<file path="src/rtl/pipe_div_unit.sv">
// Iterative restoring signed/unsigned divider for the EX stage, with annul and defined divide-by-zero.
// Define DIV_ZERO_FAST_EN to finish a divide by zero one cycle after start.
module pipe_div_unit #(
    parameter int WIDTH = 32,
    localparam int CNT_W = $clog2(WIDTH + 1)
) (
    input  logic             clk,
    input  logic             rst,
    input  logic             start,
    input  logic             signed_div,
    input  logic             annul,
    input  logic [WIDTH-1:0] dividend,
    input  logic [WIDTH-1:0] divisor,
    output logic             busy,
    output logic             done,
    output logic [WIDTH-1:0] quotient,
    output logic [WIDTH-1:0] remainder
);

    typedef enum logic [1:0] {IDLE, CALC, SIGN, DONE} state_t;

    state_t           state_q, state_d;
    logic [CNT_W-1:0] cnt_q, cnt_d;
    logic [WIDTH-1:0] dvd_q, dvd_d;
    logic [WIDTH-1:0] dvs_q, dvs_d;
    logic [WIDTH-1:0] rem_q, rem_d;
    logic             qneg_q, qneg_d;
    logic             rneg_q, rneg_d;
    logic             done_q, done_d;
    logic [WIDTH-1:0] quotient_q, quotient_d;
    logic [WIDTH-1:0] remainder_q, remainder_d;

    logic [WIDTH-1:0] abs_dividend, abs_divisor;
    logic [WIDTH:0]   shifted;
    logic [WIDTH-1:0] diff;
    logic             borrow;

    always_comb begin
        abs_dividend = (signed_div && dividend[WIDTH-1]) ? -dividend : dividend;
        abs_divisor  = (signed_div && divisor[WIDTH-1])  ? -divisor  : divisor;

        // A set top bit means the shifted remainder already exceeds any WIDTH-bit divisor.
        shifted = {rem_q, dvd_q[WIDTH-1]};
        borrow  = ~shifted[WIDTH] & (shifted[WIDTH-1:0] < dvs_q);
        diff    = shifted[WIDTH-1:0] - dvs_q;

        state_d     = state_q;
        cnt_d       = cnt_q;
        dvd_d       = dvd_q;
        dvs_d       = dvs_q;
        rem_d       = rem_q;
        qneg_d      = qneg_q;
        rneg_d      = rneg_q;
        done_d      = 1'b0;
        quotient_d  = quotient_q;
        remainder_d = remainder_q;

        case (state_q)
            IDLE: begin
                if (start) begin
                    dvd_d   = abs_dividend;
                    dvs_d   = abs_divisor;
                    rem_d   = '0;
                    cnt_d   = '0;
                    qneg_d  = signed_div & (dividend[WIDTH-1] ^ divisor[WIDTH-1]);
                    rneg_d  = signed_div & dividend[WIDTH-1];
                    state_d = CALC;
`ifdef DIV_ZERO_FAST_EN
                    if (divisor == '0) begin
                        quotient_d  = (signed_div && dividend[WIDTH-1]) ? WIDTH'(1) : '1;
                        remainder_d = dividend;
                        done_d      = 1'b1;
                        state_d     = DONE;
                    end
`endif
                end
            end
            CALC: begin
                rem_d = borrow ? shifted[WIDTH-1:0] : diff;
                dvd_d = {dvd_q[WIDTH-2:0], ~borrow};
                cnt_d = cnt_q + 1'b1;
                if (cnt_q == CNT_W'(WIDTH - 1)) begin
                    state_d = SIGN;
                end
            end
            SIGN: begin
                quotient_d  = qneg_q ? -dvd_q : dvd_q;
                remainder_d = rneg_q ? -rem_q : rem_q;
                done_d      = 1'b1;
                state_d     = DONE;
            end
            DONE: begin
                state_d = IDLE;
            end
            default: begin
                state_d = IDLE;
            end
        endcase

        // Flush wins over everything; the visible results must never move on an annul.
        if (annul) begin
            state_d     = IDLE;
            done_d      = 1'b0;
            quotient_d  = quotient_q;
            remainder_d = remainder_q;
        end
    end

    always_ff @(posedge clk or posedge rst) begin
        if (rst) begin
            state_q     <= IDLE;
            cnt_q       <= '0;
            dvd_q       <= '0;
            dvs_q       <= '0;
            rem_q       <= '0;
            qneg_q      <= 1'b0;
            rneg_q      <= 1'b0;
            done_q      <= 1'b0;
            quotient_q  <= '0;
            remainder_q <= '0;
        end else begin
            state_q     <= state_d;
            cnt_q       <= cnt_d;
            dvd_q       <= dvd_d;
            dvs_q       <= dvs_d;
            rem_q       <= rem_d;
            qneg_q      <= qneg_d;
            rneg_q      <= rneg_d;
            done_q      <= done_d;
            quotient_q  <= quotient_d;
            remainder_q <= remainder_d;
        end
    end

    assign busy      = ((state_q == IDLE) & start & ~annul) | (state_q == CALC) | (state_q == SIGN);
    assign done      = done_q & ~annul;
    assign quotient  = quotient_q;
    assign remainder = remainder_q;

endmodule

</file>
<file path="config.mk">
export PLATFORM = sky130hd
export DESIGN_NAME = pipe_div_unit
export DESIGN_NICKNAME = d
export VERILOG_FILES = /design/src/rtl/pipe_div_unit.sv
export SDC_FILE = /design/constraint.sdc
export NUM_CORES = 1
export LEC_CHECK = 0
export BUFFER_PORTS_ARGS = -buffer_cell sky130_fd_sc_hd__buf_2
export CAP_MARGIN = 20
export CORE_UTILIZATION = 45
export CTS_CLUSTER_SIZE = 24
export DETAILED_ROUTE_END_ITERATION = 8
export SKIP_CTS_REPAIR_TIMING = 1
export SLEW_MARGIN = 5
export SYNTH_ARGS = -nofsm -noshare
export SYNTH_HDL_FRONTEND = slang
export SYNTH_SLANG_ARGS = --single-unit
</file>
<file path="constraint.sdc">
create_clock -name clk -period 7.2 [get_ports clk]
set_input_delay 1.8 -clock clk [delete_from_list [all_inputs] [get_ports clk]]
set_output_delay 1.8 -clock clk [all_outputs]
set_load 0.01 [all_outputs]
</file>
# Word-level counts from Yosys, hierarchy flattened
# Index checks and enable logic that the tools add are counted.
# op_classes
n_bitwise,12
n_lt_le_gt_ge,1
n_eq_ne,7
multipliers,0
add_sub_neg,6
n_div,0
reduce_logical,8
n_mux,17
shift,0
# ops
cell,count
$mux W32,7
$neg A32 Y32,4
$pmux W32 S2,2
$lt A32 B32 Y1,1
$sub A32 B32 Y32,1
$pmux W6 S2,1
$pmux W2 S4,1
$reduce_and A2 Y1,4
$add A6 B1 Y6 const B,1
$and A1 B1 Y1,6
$eq A6 B5 Y1 const B,1
$mux W2,3
$mux W6,1
$ne A3 B3 Y1 const B,2
$eq A2 B2 Y1 const B,2
$not A1 Y1,3
$eq A2 B1 Y1 const B,1
$logic_and A1 B1 Y1,2
$logic_not A2 Y1,1
$mux W1,2
$ne A2 B2 Y1 const B,1
$or A1 B1 Y1,2
$reduce_bool A2 Y1,1
$xor A1 B1 Y1,1
# word_totals
input_bits,69
ramBits,0
mem_bits_ro,0
n_memories,0
latch_bits,0
elab_cells,61
regBits,171
output_inout_bits,66

# Longest topological paths before layout
# Gate-level depths: netlist (run 1).
# depth
word_depth,5
mapped_depth,13
depth_no_buf,12

# Worst setup path after synthesis (run 1)
# OpenSTA, ideal clock, no wires.
# synth_path
path_type,input port to output port
startpoint,in start
endpoint,out busy
arrival_time_ps,2620
path_buffers,2
required_ps,5400
slack_ps,2780
stages,4
path_cell_list,nand2_1 > clkbuf_1 > buf_1 > o21ai_0
# synth_between
elab_chain_cells,4
# synth_rtl
item,line_no,rtl
from (decl),9,"input logic start,"
$and A1 B1 Y1 (2 in series),135,assign busy = ((state_q == IDLE) & start & ~annul) | (state_q == CALC) | (state_q == SIGN);
$or A1 B1 Y1 (2 in series),135,
to (decl),14,"output logic busy,"
# No other way between the ends.

# Worst setup path after layout (run 1)
# Same ends and word-level chain as after synthesis.

==> impl_metrics.ini, run 1 <==
[critical_path]
arrival_ns = 2.80
r2r_slack_ns = 3.07
start_kind = input port
cp_cell_sequence = buf_2 -> nand2_2 -> buf_4 -> o21ai_0 -> buf_2
startpoint = start
r2r_start = rem_q[1]
slowest_delay_ns = 0.48
worstRegToRegCells = 11
r2r-end = rem_q[16]
crit_type = in2out
cp_common_cell = buf_2
cp-endpoint = busy
worstPathMaxFanout = 67
cpMaxStageDelayCell = buf_4
crit_required_ns = 5.40
cp_top_family = buffers and inverters
path_buf_inv = 3
path_depth = 5
cp-end-kind = output port

[logic_synthesis]
synth_warnings = 0
avgSynthCellArea_um2 = 8.48
synthesis.area_mm2 = 0.0110
ys_seq_elements = 171
synth_edf_count = 0
synth_nets = 1406
synthArstFlopShare = 1.00
synthCells = 1295
synth-main-ff-cell = dfrtp_1
synth_cell_types = 64
ys_seq_area_frac = 0.390

[detailed_routing]
dr.pass1.iters = 5
vias = 9297
wl_um = 27800
post_drt_wl_per_cell_um = 16.1
drc = 0
viasPerCell = 5.38
drtIter0Drc = 582
antenna_left = 0

[final_layout]
final_nets = 1506
antenna_cells = 0
syn_to_final_growth_pct = 14.0
nFillCells = 2328
drive_gt1_frac = 0.137

[clocking]
tritoncts = built
htreeDepth = 4
clkTransAtPathRegs_ns = 0.07
root_buffer = clkbuf_16
clk_latency_ns = 0.44
clock_path_buffers = 2
clock-sinks = 171
numCtsBuffers = 17

[die]
start_util = 0.463
die-area_mm2 = 0.0250
core_area_mm2 = 0.0237
die_h_um = 158
row_count = 56
ios = 135
dieWidth_um = 158

[status]
status = completed

[timing]
fin_crit_sh = 0.639
rsz0062_at_grt = no
finalSetupViolations = 0
fmax_mhz = 217
clock_skew_ns = 0.0136
slew_headroom = 0.310
timing.hold.ws_ns = 0.476
finalSetupTns_ns = 0
final_max_slew_viol_count = 0
worstMarginPinSlew_ns = 1.04
hold_viol_final = 0
fin_crit_ns = 4.60

[power_and_ir_drop]
p_per_area_mw_per_mm2 = 429
switching_share = 0.463
power_frac_comb = 0.507
switching_power_uw = 2480
p_int_uw = 2890
p_leak_uw = 0.00591
seq_power_share = 0.318
ir_drop_mv = 0.281
clock_power_share = 0.175

[global_route]
antenna_found_initial = 2
overflow = 0
grt_pass1_wl_um = 44800
grt_pass1_vias = 8398
grt_max_degree = 99
grt_use_total = 0.230

[placed_design]
hpwl_um = 20900
gp_congestion = 0.857
io_buffers = 134

[worst_hold_path]
hold_path.class = reg2reg

[job]
maxCapViolations = 0
stage by stage:
step | instance area, um2 | total power, uW | setup slack [ns] | std cells | utilization
final | 12500 | 5370 | 2.60 | 1727 | 0.528
after global routing | 12500 | 5830 | 2.51 | 1727 | 0.528
after CTS | 12500 | 5390 | 2.59 | 1727 | 0.528
after detailed placement | 11900 | 4440 | 2.59 | 1695 | 0.502
after global placement | 11900 | 4390 | 2.60 | 1695 | 0.502
after floorplan | 11000 | 3690 | 0.768 | 1295 | -
cell type report:
cell class	instances	area (um2)	share of cell area
sequential	171	4280	0.342
inverter	56	215	0.0172
timing repair buffer	143	738	0.0590
multi-input combinational	1006	6260	0.500
clock buffer	17	425	0.0340
tap	319	399	0.0319
clock inverter	15	196	0.0157
registers in the layout, indices dropped and copies added, names as in the netlist:
| name | cells |
|---|---|
| cnt_q | 6 |
| done_q | 1 |
| dvd_q | 32 |
| dvs_q | 32 |
| qneg_q | 1 |
| quotient | 32 |
| rem_q | 32 |
| remainder | 32 |
| rneg_q | 1 |
| state_q | 2 |
routing by layer:
metal | GRT usage | vias to the layer above | wire length (um)
li1 | - | 4764 | -
met1 | 0.368 | 4287 | 15300
met2 | 0.315 | 217 | 10900
met3 | 0.0413 | 25 | 1400
met4 | 0.0462 | 4 | 210
met5 | 0 | - | 23
power groups by stage:
stage	registers (uW)	logic, uW	clock network (uW)
2_1_floorplan	1640	2050	0
3_3_place_gp	1700	2690	0
3_5_place_dp	1720	2720	0
4_1_cts	1700	2730	962
5_1_grt	1760	3070	998
6_report	1710	2720	940
cells by family (layout without fill, tap and decap cells):
kind of cell	Yosys count	count (layout)	share of synthesized area
AOI/OAI and AO/OA	400	400	0.215
xor gates and xnor gates	142	142	0.113
adders and majority gates	42	42	0.0486
buffers and inverters	118	231	0.0412
DFF	171	171	0.390
muxes	30	30	0.0278
and+or+nand+nor	392	392	0.164
layout by cell type, fill, tap and decap left out, drive strengths merged, types with 4 or more instances in the layout:
cell,netlist,routed
o31ai,31,31
o21a,5,5
and2,9,9
nand2b,16,16
buf,11,143
nand4,8,8
a21oi,83,83
xor2,95,95
nor3,16,16
or4,10,10
dfrtp,171,171
a32oi,11,11
mux2,4,4
clkbuf,51,17
xnor2,47,47
nor2b,8,8
or3,13,13
nor4,12,12
nor2,74,74
a21o,12,12
o21ai,201,201
clkinv,0,9
o41ai,15,15
inv,56,62
and3,5,5
nand3,13,13
nand2,198,198
mux2i,26,26
a21boi,4,4
a211oi,10,10
a31oi,7,7
ha,41,41
synth_stat cells (13+ instances only):
cell | n | area [um2]
o31ai_1 | 29 | 218
nand2_1 | 198 | 743
a21oi_1 | 83 | 415
mux2i_1 | 26 | 260
o41ai_1 | 15 | 131
ha_1 | 41 | 513
nor2_1 | 73 | 274
xor2_1 | 95 | 832
inv_1 | 55 | 206
nor3_1 | 16 | 80.1
nand3_1 | 13 | 65.1
dfrtp_1 | 171 | 4280
nand2b_1 | 13 | 81.3
o21ai_0 | 111 | 556
clkbuf_1 | 51 | 191
xnor2_1 | 47 | 412
o21ai_1 | 90 | 450
worst min-delay path by stage:
stage                   from             to  cells past startpoint
6_report       remainder[10]  remainder[10]                      2
5_1_grt          quotient[0]    quotient[0]                      2
4_1_cts        remainder[16]  remainder[16]                      2
3_5_place_dp   remainder[16]  remainder[16]                      2
3_3_place_gp     quotient[8]    quotient[8]                      2
2_1_floorplan      dvs_q[10]      dvs_q[10]                      2
worst reg2reg max path, stage by stage (launching register included):
cell	delay (ns)
dfrtp_1	0.46
ha_1	0.36
nor2b_1	0.17
o31ai_1	0.33
a21oi_1	0.23
a311o_1	0.47
a211oi_1	0.32
nor3_1	0.18
nor2_2	0.71
buf_4	0.45
mux2i_1	0.25
o21ai_1	0.07
Note: power is estimated with default switching activity, not from simulation.
==> inputs of run 2 (changes only) <==
Settings changed: PLACE_DENSITY set to 0.67.
Clock period 7.2 ns to 4.05 ns, I/O delays scaled along.
==> impl_metrics.ini, run 2 (same netlist as run 1, synthesis figures left out) <==
[clocking]
root_buffer = clkbuf_16
clock_path_buffers = 2
clkTransAtPathRegs_ns = 0.07
clock-sinks = 171
numCtsBuffers = 17
clk_latency_ns = 0.44
htreeDepth = 4
tritoncts = built

[placed_design]
hpwl_um = 20200
gp_congestion = 0.889
pre_cts_slack_ns = 0.481
io_buffers = 134
placed_cells = 1696

[final_layout]
final_cell_mix = nand2_1, dfrtp_1, buf_2
nFillCells = 2287
layout_commonest_cell = nand2_1
drive_gt1_frac = 0.138
final_nets = 1507
finalNonFillerCells = 1730
syn_to_final_growth_pct = 14.2
utilization = 0.529

[timing]
worstMarginPinSlew_ns = 0.963
layout_setup_ws_ns = 0.547
fmax_mhz = 285
fin_crit_sh = 0.865
fin_crit_ns = 3.50
hold_viol_final = 0
clock_skew_ns = 0.0129
final_max_slew_viol_count = 0
slew_headroom = 0.358
finalSetupViolations = 0
rsz0062_at_grt = no
finalSetupTns_ns = 0

[job]
maxCapViolations = 0

[worst_hold_path]
hold_path.class = reg2reg
hp-start = remainder[4]

[critical_path]
cpMaxStageDelayCell = nor3_1
worstPathMaxFanout = 33
startpoint = dvd_q[31]
slowest_delay_ns = 0.47
cp-end-kind = flop
arrival_ns = 3.85
cp_cell_sequence = inv_1 -> ha_1 -> fa_1 -> nor2b_1 -> o31ai_1 -> a21oi_1 -> a311o_1 -> a211oi_1 -> nor3_1 -> nor2_2 -> buf_12 -> mux2_1 -> o22ai_1
r2r_start = dvd_q[31]
crit_required_ns = 4.40
crit_type = reg2reg
start_kind = flop
cp_top_family = compound AO/OA/AOI/OAI gates
path_buf_inv = 2

[global_route]
antenna_found_initial = 1
grt_pass1_vias = 8501
grt_use_total = 0.225
grt_pass1_wl_um = 44200
grt_max_degree = 172
overflow = 0

[die]
start_util = 0.463
ios = 135
dieWidth_um = 158
core_area_mm2 = 0.0237
row_count = 56
die_h_um = 158
die-area_mm2 = 0.0250

[detailed_routing]
drc = 0
antenna_left = 0
wl_um = 27000
dr.pass1.iters = 5
drtIter0Drc = 683
vias = 9335
viasPerCell = 5.40
post_drt_wl_per_cell_um = 15.6

[power_and_ir_drop]
ir_drop_mv = 0.281
p_per_area_mw_per_mm2 = 756
p_leak_uw = 0.00592

[status]
status = completed
## run 2: changes by cell type in the layout (fill, tap and decap cells not counted)
cell	delta
buf_12	+3
clkinv_8	-3
buf_4	-2
diode_2	+2
clkinv_4	+1
clkinvlp_4	+1
inv_8	+1
## run 2: layout make-up
class | instances | area, um2 | share of cell area
clock inverter | 15 | 176 | 0.0141
sequential | 171 | 4280 | 0.341
clock buffer | 17 | 425 | 0.0339
multi-input combinational | 1006 | 6260 | 0.499
inverter | 56 | 214 | 0.0171
timing repair buffer | 144 | 783 | 0.0625
antenna | 2 | 5.00 | 0.000399
tap | 319 | 399 | 0.0318
## run 2: through the flow
stage / hold WS, ns / area, um2 / power (uW)
after CTS: 0.482 / 12500 / 9530
final: 0.473 / 12500 / 9480
after detailed placement: 0.465 / 11900 / 7870
after global placement: 0.457 / 11900 / 7760
after global routing: 0.498 / 12500 / 10300
after floorplan: 0.450 / 11000 / 6560
## run 2: where the power goes
| part | internal [uW] | switching, uW |
|---|---|---|
| clock | 837 | 809 |
| sequential | 2350 | 684 |
| combinational | 1970 | 2840 |
## run 2: worst min-delay path, delay by kind of cell, from the launching register on
family / cells / cell delay (ns)
flip-flops: 1 / 0.34
AO/OA/AOI/OAI: 1 / 0.05
AND/OR/NAND/NOR: 1 / 0.04
## run 2: per-layer routing
layer  routed length, um  GRT usage  vias to the layer above
met2               11100      0.320                      234
met1               14300      0.354                     4321
met4                 258     0.0536                        0
met5                   0          0                        -
li1                    -          -                     4761
met3                1320     0.0326                       19
## run 2: final timing paths
| path | endpoint | slack, ns | cells past startpoint |
|---|---|---|---|
| hold / removal | remainder[4] | 0.47 | 2 |
| hold reg to reg | remainder[4] | 0.47 | 2 |
| max in group asynchronous | cnt_q[0] | 2.50 | 3 |
| min in group asynchronous | quotient[19] | 0.78 | 3 |
| setup reg to reg | rem_q[0] | 0.55 | 13 |
| setup / recovery | rem_q[0] | 0.55 | 13 |
==> inputs of run 3 (changes only) <==
Settings changed: ABC_AREA set to 1, PLACE_DENSITY 0.67 to 0.66.
==> impl_metrics.ini, run 3 <==
[status]
status = completed

[logic_synthesis]
synth-main-ff-cell = dfrtp_1
yosysTopAreaCellShare = 0.325
synth_nets = 2181
yosysMostFrequentCell = nand2_1
synthArstFlopShare = 1.00
synthCells = 2070
synth_top_area_cell = dfrtp_1
synth_edf_count = 0
ys_top_cells_by_count = nand2_1, inv_1, nand3_1
synth_warnings = 0
synthesis.area_mm2 = 0.0132
synth.area.top_cells = dfrtp_1, nand2_1, inv_1
avgSynthCellArea_um2 = 6.35
ys_seq_area_frac = 0.325
ys_seq_elements = 171
synth_cell_types = 48

[clocking]
tritoncts = built
numCtsBuffers = 17
htreeDepth = 4
root_buffer = clkbuf_16
clkTransAtPathRegs_ns = 0.06
clk_latency_ns = 0.44
clock-sinks = 171
clock_path_buffers = 2

[die]
start_util = 0.458
row_count = 62
ios = 135
core_area_mm2 = 0.0287
dieWidth_um = 173
die_h_um = 173
die-area_mm2 = 0.0299

[worst_hold_path]
hp-start = remainder[21]
hold_path.class = reg2reg
hold_path_end = remainder[21]
whs_path_depth = 2

[critical_path]
worstRegToRegCells = 10
slowest_delay_ns = 0.38
r2r_start = state_q[1]
crit_required_ns = 3.04
cp_cell_sequence = inv_1 -> ha_1 -> buf_4 -> inv_2 -> o211ai_1 -> buf_2
r2r-end = cnt_q[5]
r2r_slack_ns = 1.16
cp-end-kind = output port
cpMaxStageDelayCell = dfrtp_1
arrival_ns = 2.31
worstPathMaxFanout = 40
crit_type = reg2out
start_kind = flop

[global_route]
grt_max_degree = 60
met3_usage = 0.0365
grt.met1_usage = 0.349
antenna_found_initial = 0
groute.layer.met2.usage = 0.481
top_usage_layer = met2
overflow = 0
grt_use_total = 0.277
grt_pass1_vias = 12700
grt_pass1_wl_um = 65600

[power_and_ir_drop]
p_per_area_mw_per_mm2 = 704
p_leak_uw = 0.00808
power.total_uw = 10400
ir_drop_mv = 0.527

[final_layout]
drive_gt1_frac = 0.0996
final_cell_mix = nand2_1, inv_1, nand3_1
design_area_mm2 = 0.0148
layout_commonest_cell = nand2_1
antenna_cells = 0
nFillCells = 3022
final_nets = 2287
utilization = 0.514
syn_to_final_growth_pct = 12.2

[job]
maxCapViolations = 0

[placed_design]
hpwl_um = 32100
dpl_cell_area_mm2 = 0.0142
io_buffers = 134
gp_congestion = 0.974

[detailed_routing]
wl_um = 40900
post_drt_wl_per_cell_um = 15.9
antenna_left = 0
drc = 0
drtIter0Drc = 1179
dr.pass1.iters = 6
vias = 13500
viasPerCell = 5.24

[timing]
finalSetupTns_ns = 0
fmax_mhz = 301
fin_crit_sh = 0.821
fin_crit_ns = 3.32
worstMarginPinSlew_ns = 0.901
final_max_slew_viol_count = 0
hold_viol_final = 0
finalSetupViolations = 0
clock_skew_ns = 0.0130
rsz0062_at_grt = no
slew_headroom = 0.399
[run 3: cell types whose count changed in the layout (fill, tap and decap cells not counted), moves of 17 or more]
cell      change
nand2_1     +468
inv_1       +254
nand3_1     +193
nor2_1      +103
o21ai_1      -75
xor2_1       -42
o21ai_0      +34
xnor2_1      -31
mux2i_1      -26
o31ai_1      -25
a21oi_1      -21
o211ai_1     +17
[run 3: layout make-up]
class	instances	area, um2	share of cell area
multi-input cells	1518	7410	0.502
flip-flops and latches	171	4280	0.290
inverters	318	1200	0.0811
repair buffers	150	816	0.0553
well taps	384	480	0.0326
clock buffers	21	460	0.0312
clock inverters	11	118	0.00797
[run 3: cell families after synthesis]
group,after synthesis,share of synthesized area
buf+inv,381,0.113
flops,171,0.325
fa+ha+maj,42,0.0405
simple gates,1136,0.363
xor+xnor,69,0.0460
compound gates,271,0.112
[run 3: worst max path at each step]
stage                       from         to  slack, ns
floorplan                    rst   cnt_q[0]       0.85
global placement    dividend[31]  dvd_q[22]       1.20
detailed placement    state_q[1]   cnt_q[5]       1.19
CTS                   state_q[1]       busy       0.73
global route          state_q[1]       busy       0.63
finish                state_q[1]       busy       0.73
[run 3: stage by stage]
| step | hold slack (ns) | setup WS, ns | instances |
|---|---|---|---|
| after floorplan | 0.449 | 0.855 | 2070 |
| after global placement | 0.460 | 1.20 | 2541 |
| after detailed placement | 0.460 | 1.19 | 2541 |
| after CTS | 0.478 | 0.727 | 2573 |
| after global routing | 0.496 | 0.627 | 2573 |
| final | 0.474 | 0.725 | 2573 |
[run 3: worst max-delay path, delay by kind of cell (launching register included)]
| kind | cells | cell delay [ns] |
|---|---|---|
| buf+inv | 4 | 1.05 |
| compound gates | 1 | 0.26 |
| fa+ha+maj | 1 | 0.17 |
| flops | 1 | 0.38 |
[run 3: per-layer routing]
layer	vias up	routed length (um)
li1	6770	-
met1	6187	17800
met2	446	19700
met3	73	2040
met4	0	1330
met5	-	0
[run 3: power by group]
part	internal, uW	total [uW]	switching [uW]
Sequential	2380	2830	454
Combinational	1900	5890	4000
Clock	940	1670	726
Total	5210	10400	5180
